### src/rtl/codes.sv
// Shared encodings for the core/bus interface: access sizes, bus FSM states and
// the alignment rule used when a request is accepted.
package codes;

  typedef enum logic [1:0] {
    SZ_BYTE  = 2'd0,
    SZ_HALF  = 2'd1,
    SZ_WORD  = 2'd2,
    SZ_DWORD = 2'd3
  } mem_size_t;

  typedef enum logic [1:0] {
    S_IDLE   = 2'd0,
    S_ACCESS = 2'd1,
    S_RESP   = 2'd2
  } bus_state_t;

  function automatic logic is_misaligned(mem_size_t size, logic [2:0] addr_lo);
    logic r;
    case (size)
      SZ_BYTE:  r = 1'b0;
      SZ_HALF:  r = addr_lo[0];
      SZ_WORD:  r = |addr_lo[1:0];
      default:  r = |addr_lo;
    endcase
    return r;
  endfunction

endpackage

### src/rtl/bus_lane_align.sv
// Combinational byte-lane steering: byte enables and replicated store data for an
// access, plus extraction and sign/zero extension of load data.
module bus_lane_align
  import codes::*;
#(
  parameter int DATA_WIDTH = 32,
  localparam int NBYTES = DATA_WIDTH / 8,
  localparam int OFF_W  = $clog2(NBYTES)
) (
  input  mem_size_t              i_size,
  input  logic [OFF_W-1:0]       i_off,
  input  logic                   i_signed,
  input  logic [DATA_WIDTH-1:0]  i_wdata,
  input  logic [DATA_WIDTH-1:0]  i_rdata,
  output logic [NBYTES-1:0]      o_byteenable,
  output logic [DATA_WIDTH-1:0]  o_writedata,
  output logic [DATA_WIDTH-1:0]  o_rdata
);

  logic [OFF_W+2:0]      w_shamt;
  logic [DATA_WIDTH-1:0] w_shifted;
  logic [DATA_WIDTH-1:0] w_mask;
  logic                  w_msb;

  always_comb begin
    w_shamt   = {i_off, 3'b000};
    w_shifted = i_rdata >> w_shamt;
    case (i_size)
      SZ_BYTE: begin
        o_byteenable = NBYTES'(1) << i_off;
        o_writedata  = {NBYTES{i_wdata[7:0]}};
        w_mask       = DATA_WIDTH'(8'hFF);
        w_msb        = w_shifted[7];
      end
      SZ_HALF: begin
        o_byteenable = NBYTES'(3) << i_off;
        o_writedata  = {(NBYTES / 2){i_wdata[15:0]}};
        w_mask       = DATA_WIDTH'(16'hFFFF);
        w_msb        = w_shifted[15];
      end
      SZ_WORD: begin
        o_byteenable = NBYTES'(15) << i_off;
        o_writedata  = {(NBYTES / 4){i_wdata[31:0]}};
        w_mask       = DATA_WIDTH'(32'hFFFF_FFFF);
        w_msb        = w_shifted[31];
      end
      default: begin
        o_byteenable = '1;
        o_writedata  = i_wdata;
        w_mask       = '1;
        w_msb        = w_shifted[DATA_WIDTH-1];
      end
    endcase
    // Bits above the access size are filled with the sign bit or zero.
    o_rdata = (w_shifted & w_mask) | ({DATA_WIDTH{i_signed & w_msb}} & ~w_mask);
  end

endmodule

### src/rtl/bus_mem_unit.sv
// Avalon-MM master access unit: registers one core request, holds the bus under
// waitrequest, and returns a one-cycle done/err pulse with extended load data.
module bus_mem_unit
  import codes::*;
#(
  parameter int DATA_WIDTH     = 32,
  parameter int ADDR_WIDTH     = 32,
  parameter int TIMEOUT_CYCLES = 0,
  localparam int NBYTES = DATA_WIDTH / 8,
  localparam int OFF_W  = $clog2(NBYTES)
) (
  input  logic                   clk,
  input  logic                   reset,
  input  logic                   req_i,
  input  logic                   we_i,
  input  mem_size_t              size_i,
  input  logic                   signed_i,
  input  logic [ADDR_WIDTH-1:0]  addr_i,
  input  logic [DATA_WIDTH-1:0]  wdata_i,
  output logic                   stall_o,
  output logic                   done_o,
  output logic                   err_o,
  output logic [DATA_WIDTH-1:0]  rdata_o,
  output logic [ADDR_WIDTH-1:0]  address,
  output logic                   read,
  output logic                   write,
  input  logic                   waitrequest,
  output logic [DATA_WIDTH-1:0]  writedata,
  output logic [NBYTES-1:0]      byteenable,
  input  logic [DATA_WIDTH-1:0]  readdata
);

  localparam logic [31:0] TIMEOUT = 32'(TIMEOUT_CYCLES);

  bus_state_t            r_state;
  logic                  r_we;
  mem_size_t             r_size;
  logic                  r_signed;
  logic [OFF_W-1:0]      r_off;
  logic [31:0]           r_wait_cnt;
  logic                  r_done;
  logic                  r_err;
  logic                  r_read;
  logic                  r_write;
  logic [DATA_WIDTH-1:0] r_rdata;
  logic [ADDR_WIDTH-1:0] r_address;
  logic [DATA_WIDTH-1:0] r_writedata;
  logic [NBYTES-1:0]     r_byteenable;

  logic                  w_idle;
  mem_size_t             w_size;
  logic [OFF_W-1:0]      w_off;
  logic                  w_signed;
  logic [NBYTES-1:0]     w_be;
  logic [DATA_WIDTH-1:0] w_wd;
  logic [DATA_WIDTH-1:0] w_rd;
  logic                  w_misaligned;
  logic [31:0]           w_cnt_next;

  // Idle: steer the incoming request; during the access: the captured one.
  assign w_idle       = (r_state == S_IDLE);
  assign w_size       = w_idle ? size_i : r_size;
  assign w_off        = w_idle ? addr_i[OFF_W-1:0] : r_off;
  assign w_signed     = w_idle ? signed_i : r_signed;
  assign w_misaligned = is_misaligned(size_i, addr_i[2:0]);
  assign w_cnt_next   = r_wait_cnt + 32'd1;

  bus_lane_align #(
    .DATA_WIDTH (DATA_WIDTH)
  ) u_align (
    .i_size       (w_size),
    .i_off        (w_off),
    .i_signed     (w_signed),
    .i_wdata      (wdata_i),
    .i_rdata      (readdata),
    .o_byteenable (w_be),
    .o_writedata  (w_wd),
    .o_rdata      (w_rd)
  );

  always_ff @(posedge clk or negedge reset) begin
    if (!reset) begin
      r_state      <= S_IDLE;
      r_we         <= 1'b0;
      r_size       <= SZ_BYTE;
      r_signed     <= 1'b0;
      r_off        <= '0;
      r_wait_cnt   <= '0;
      r_done       <= 1'b0;
      r_err        <= 1'b0;
      r_read       <= 1'b0;
      r_write      <= 1'b0;
      r_rdata      <= '0;
      r_address    <= '0;
      r_writedata  <= '0;
      r_byteenable <= '0;
    end else begin
      r_done <= 1'b0;
      r_err  <= 1'b0;
      case (r_state)
        S_IDLE: begin
          if (req_i) begin
            r_we         <= we_i;
            r_size       <= size_i;
            r_signed     <= signed_i;
            r_off        <= addr_i[OFF_W-1:0];
            r_address    <= {addr_i[ADDR_WIDTH-1:OFF_W], {OFF_W{1'b0}}};
            r_writedata  <= w_wd;
            r_byteenable <= w_be;
            r_wait_cnt   <= '0;
            if (w_misaligned) begin
              r_state <= S_RESP;
              r_done  <= 1'b1;
              r_err   <= 1'b1;
            end else begin
              r_state <= S_ACCESS;
              r_read  <= ~we_i;
              r_write <= we_i;
            end
          end
        end
        S_ACCESS: begin
          if (!waitrequest) begin
            if (!r_we) r_rdata <= w_rd;
            r_read  <= 1'b0;
            r_write <= 1'b0;
            r_state <= S_RESP;
            r_done  <= 1'b1;
          end else begin
            r_wait_cnt <= w_cnt_next;
            if ((TIMEOUT != 32'd0) && (w_cnt_next == TIMEOUT)) begin
              r_read  <= 1'b0;
              r_write <= 1'b0;
              r_state <= S_RESP;
              r_done  <= 1'b1;
              r_err   <= 1'b1;
            end
          end
        end
        S_RESP:  r_state <= S_IDLE;
        default: r_state <= S_IDLE;
      endcase
    end
  end

  assign stall_o    = (w_idle & req_i) | (r_state == S_ACCESS);
  assign done_o     = r_done;
  assign err_o      = r_err;
  assign rdata_o    = r_rdata;
  assign address    = r_address;
  assign read       = r_read;
  assign write      = r_write;
  assign writedata  = r_writedata;
  assign byteenable = r_byteenable;

endmodule

### config.mk
export PLATFORM = sky130hd
export DESIGN_NAME = bus_mem_unit
export DESIGN_NICKNAME = d
export VERILOG_FILES = /design/src/rtl/codes.sv /design/src/rtl/bus_lane_align.sv /design/src/rtl/bus_mem_unit.sv
export SDC_FILE = /design/constraint.sdc
export NUM_CORES = 1
export LEC_CHECK = 0
export ABC_CLOCK_PERIOD_IN_PS = 4700
export BUFFER_PORTS_ARGS = -buffer_cell sky130_fd_sc_hd__buf_2
export CAP_MARGIN = 20
export CELL_PAD_IN_SITES_DETAIL_PLACEMENT = 0
export CELL_PAD_IN_SITES_GLOBAL_PLACEMENT = 1
export CORE_MARGIN = 8
export CORE_UTILIZATION = 36
export DETAILED_ROUTE_END_ITERATION = 8
export GPL_TIMING_DRIVEN = 0
export PLACE_DENSITY = 0.84
export SLEW_MARGIN = 40
export SYNTH_ARGS = -nofsm -noshare
export SYNTH_HDL_FRONTEND = slang
export SYNTH_SLANG_ARGS = --single-unit
### constraint.sdc
create_clock -name clk -period 4.7 [get_ports clk]
set_clock_uncertainty 0.15 [all_clocks]
set_input_delay 0.47 -clock clk [delete_from_list [all_inputs] [get_ports clk]]
set_output_delay 0.47 -clock clk [all_outputs]
set_load 0.02 [all_outputs]
==> flow_summary.json <==
{
  "synth_cells": 480,
  "setup.reg_to_reg.worst_slack_ns": 0.34,
  "fmax_ghz": 0.229,
  "grt_pass1_vias": 5016,
  "crit_path_start_kind": "flip-flop",
  "p_per_area_nw_per_um2": 603,
  "crit_fanout": 12,
  "finalHoldViolations": 0,
  "die_h_um": 136,
  "dr.pass1.iters": 5,
  "finalMaxSlewViolations": 0,
  "ys_types": 51,
  "via_per_inst": 5.22,
  "fin_nets": 809,
  "yosysTopAreaCell": "dfrtp_1",
  "final_antenna_net_count": 0,
  "synth_seq_area_share": 0.529,
  "crit_path_end": "rdata_o[13]",
  "status": "complete, no violations",
  "synth.avg_cell_area_um2": 10.8,
  "yosys_warnings": 0,
  "setup_violations": 0,
  "port_buffers": 206,
  "synth-xor-area-share": 0,
  "cts_sinks": 110,
  "final_util": 0.480,
  "place_congestion": 0.884,
  "track_usage": 0.187,
  "synth_top_family_by_area": "compound AO/OA/AOI/OAI gates",
  "fin_tns_setup_ns": 0,
  "die-width_um": 136,
  "crit_type": "flip-flop to flip-flop",
  "ys_ff_latch": 110,
  "rows": 44,
  "grt_max_degree": 73,
  "fin_crit_sh": 0.928,
  "start_util": 0.364,
  "cp-end-kind": "flip-flop",
  "max_slew_margin": 0.470,
  "num-fill-cells": 1374,
  "synth_compound_area_frac": 0.180,
  "drcViolationCount": 0,
  "hold_class": "input port to flip-flop",
  "async_reset_ff_frac": 1.00,
  "root_buffer": "clkbuf_16",
  "reg2reg_depth": 11,
  "num_io_pins": 209,
  "dp_hpwl_um": 13600,
  "r2r-end": "rdata_o[13]",
  "detail_route.wirelength_um": 17300,
  "grt_pass1_wl_um": 26900,
  "worst_slew_pin_slew_ns": 0.788,
  "synth_edf_count": 0,
  "rsz0062_at_grt": "no",
  "antenna_found_initial": 1,
  "numCtsBuffers": 9,
  "vias": 4644,
  "power.total_mw": 4.14,
  "cts_setup_buffers": 0,
  "routedWlPerCell_um": 19.5,
  "r2r_start": "r_state[1]",
  "cts.clk_slew.worst_paths_ns": 0.08,
  "peakVddDrop_mv": 0.286,
  "core-area_um2": 14300,
  "p_leak_nw": 3.47,
  "wl_met2_um": 8710,
  "synthFlopType": "dfrtp_1",
  "insertion_delay_ns": 0.36,
  "cts.path.max_buffers": 2,
  "synth_fa_ha_area_frac": 0.0120,
  "dieArea_um2": 18600,
  "muxShareOfSynthArea": 0.122,
  "h-tree-depth": 3,
  "synth_top_area_frac": 0.529,
  "yosys.area_share.simple": 0.122,
  "wl_met3_um": 1080,
  "syn-cell-area_um2": 5200,
  "netlist_top_cells_count": "dfrtp_1 (110), nand2_1 (81), mux2_2 (45), o21ai_0 (43), clkbuf_1 (27)",
  "gr-total-overflow": 0,
  "critPathLaunch": "r_state[1]",
  "critPathArrivalTime_ns": 4.51,
  "synthTopCellsByArea": "dfrtp_1 (53%), mux2_2 (9.7%), nand2_1 (5.8%)",
  "layout_min_cycle_time_ns": 4.36,
  "syn2layout_area_growth_pct": 31.9,
  "critPathRequiredTime_ns": 4.84,
  "tritoncts": "built",
  "drt_iter0_markers": 252,
  "yosysMostFrequentCell": "dfrtp_1",
  "max_cap_viol_count": 0,
  "dr.max_layer_used": "met4",
  "layout-drive-gt1-share": 0.417,
  "wl_met1_um": 7080
}
cell families (layout without fill, tap and decap cells):
group / after synthesis / count (layout)
muxes: 57 / 57
DFF: 110 / 110
adders and majority gates: 5 / 5
AOI/OAI and AO/OA: 126 / 126
and+or+nand+nor: 139 / 139
buffers and inverters: 42 / 266
other: 1 / 3
area by class of cell:
cell class / count / area, µm² / share of cell area
clock inverters: 7 / 103 / 0.0149
plain buffers: 35 / 156 / 0.0228
flip-flops and latches: 110 / 2750 / 0.401
multi-input cells: 329 / 2290 / 0.334
clock buffers: 9 / 225 / 0.0328
repair buffers: 208 / 1080 / 0.157
well taps: 184 / 230 / 0.0335
inverters: 7 / 26.3 / 0.00383
diodes: 1 / 2.50 / 0.000364
routing by layer:
| metal | global-route usage | vias up |
|---|---|---|
| li1 | - | 2186 |
| met1 | 0.229 | 2249 |
| met2 | 0.299 | 176 |
| met3 | 0.0429 | 33 |
| met4 | 0.105 | 0 |
| met5 | 0 | - |
cell usage in the layout, fill, tap and decap left out, types with 2 or more instances in the layout:
master,n
and3_1,16
a31o_2,7
ha_1,5
clkbuf_16,9
nand3_1,10
buf_6,2
o21a_1,2
nand2_1,81
o31ai_1,2
inv_2,2
a21oi_1,20
and2_0,7
o32ai_1,2
o22ai_1,2
o21ai_0,43
nor2_1,13
a211o_1,8
mux2i_1,9
bufinv_16,2
buf_2,207
buf_1,2
inv_6,2
inv_1,5
dfrtp_1,110
buf_4,2
conb_1,2
mux2_2,45
clkbuf_1,27
a32oi_1,7
a221o_1,23
critical path: stages, from the launching register on:
cell and delay [ns]:
dfrtp_1 0.45, buf_2 0.21, nor2_1 0.48, mux2i_4 0.51, clkbuf_1 0.41, buf_2 0.34
ha_1 0.25, clkbuf_1 0.41, nand2_1 0.13, a2bb2oi_2 0.22, a2111oi_4 0.54, a221o_1 0.19
what timing repair did:
| item | CTS | global route |
|---|---|---|
| resized for setup | 0 | 1 |
| endpoints found under the setup margin | 0 | 17 |
| hold endpoints to repair | 38 | 0 |
| hold buffers | 1 | 0 |
worst min path at each step:
| stage | startpoint | to | cells past startpoint |
|---|---|---|---|
| finish | addr_i[5] | address[5] | 2 |
| detailed placement | reset | rdata_o[5] | 1 |
| global route | addr_i[14] | address[14] | 2 |
| global placement | writedata[15] | writedata[15] | 2 |
| CTS | addr_i[18] | address[18] | 2 |
| floorplan | reset | address[10] | 0 |
where the power goes:
part / internal (mW) / leakage [nW] / switching (mW)
Sequential: 1.29 / 1.35 / 0.208
Combinational: 0.676 / 1.95 / 1.13
Clock: 0.475 / 0.162 / 0.364
Total: 2.44 / 3.47 / 1.70
state kept, by name (all words and copies together) (netlist names):
| signal | cells |
|---|---|
| r_size | 2 |
| r_we | 1 |
| address | 30 |
| done_o | 1 |
| rdata_o | 32 |
| write | 1 |
| r_signed | 1 |
| err_o | 1 |
| r_off | 2 |
| r_state | 2 |
| read | 1 |
| writedata | 32 |
| byteenable | 4 |
stage by stage:
| step | setup WS (ns) | std cells | cell area [µm²] | hold WS (ns) |
|---|---|---|---|---|
| detailed placement | 0.331 | 872 | 6520 | 0.224 |
| floorplan | 1.24 | 481 | 5210 | 0.0244 |
| global placement | 0.226 | 871 | 6470 | 0.310 |
| global route | 0.0508 | 890 | 6870 | 0.176 |
| finish | 0.336 | 890 | 6870 | 0.188 |
| CTS | 0.314 | 889 | 6850 | 0.173 |
(Power assumes the default switching activity.)
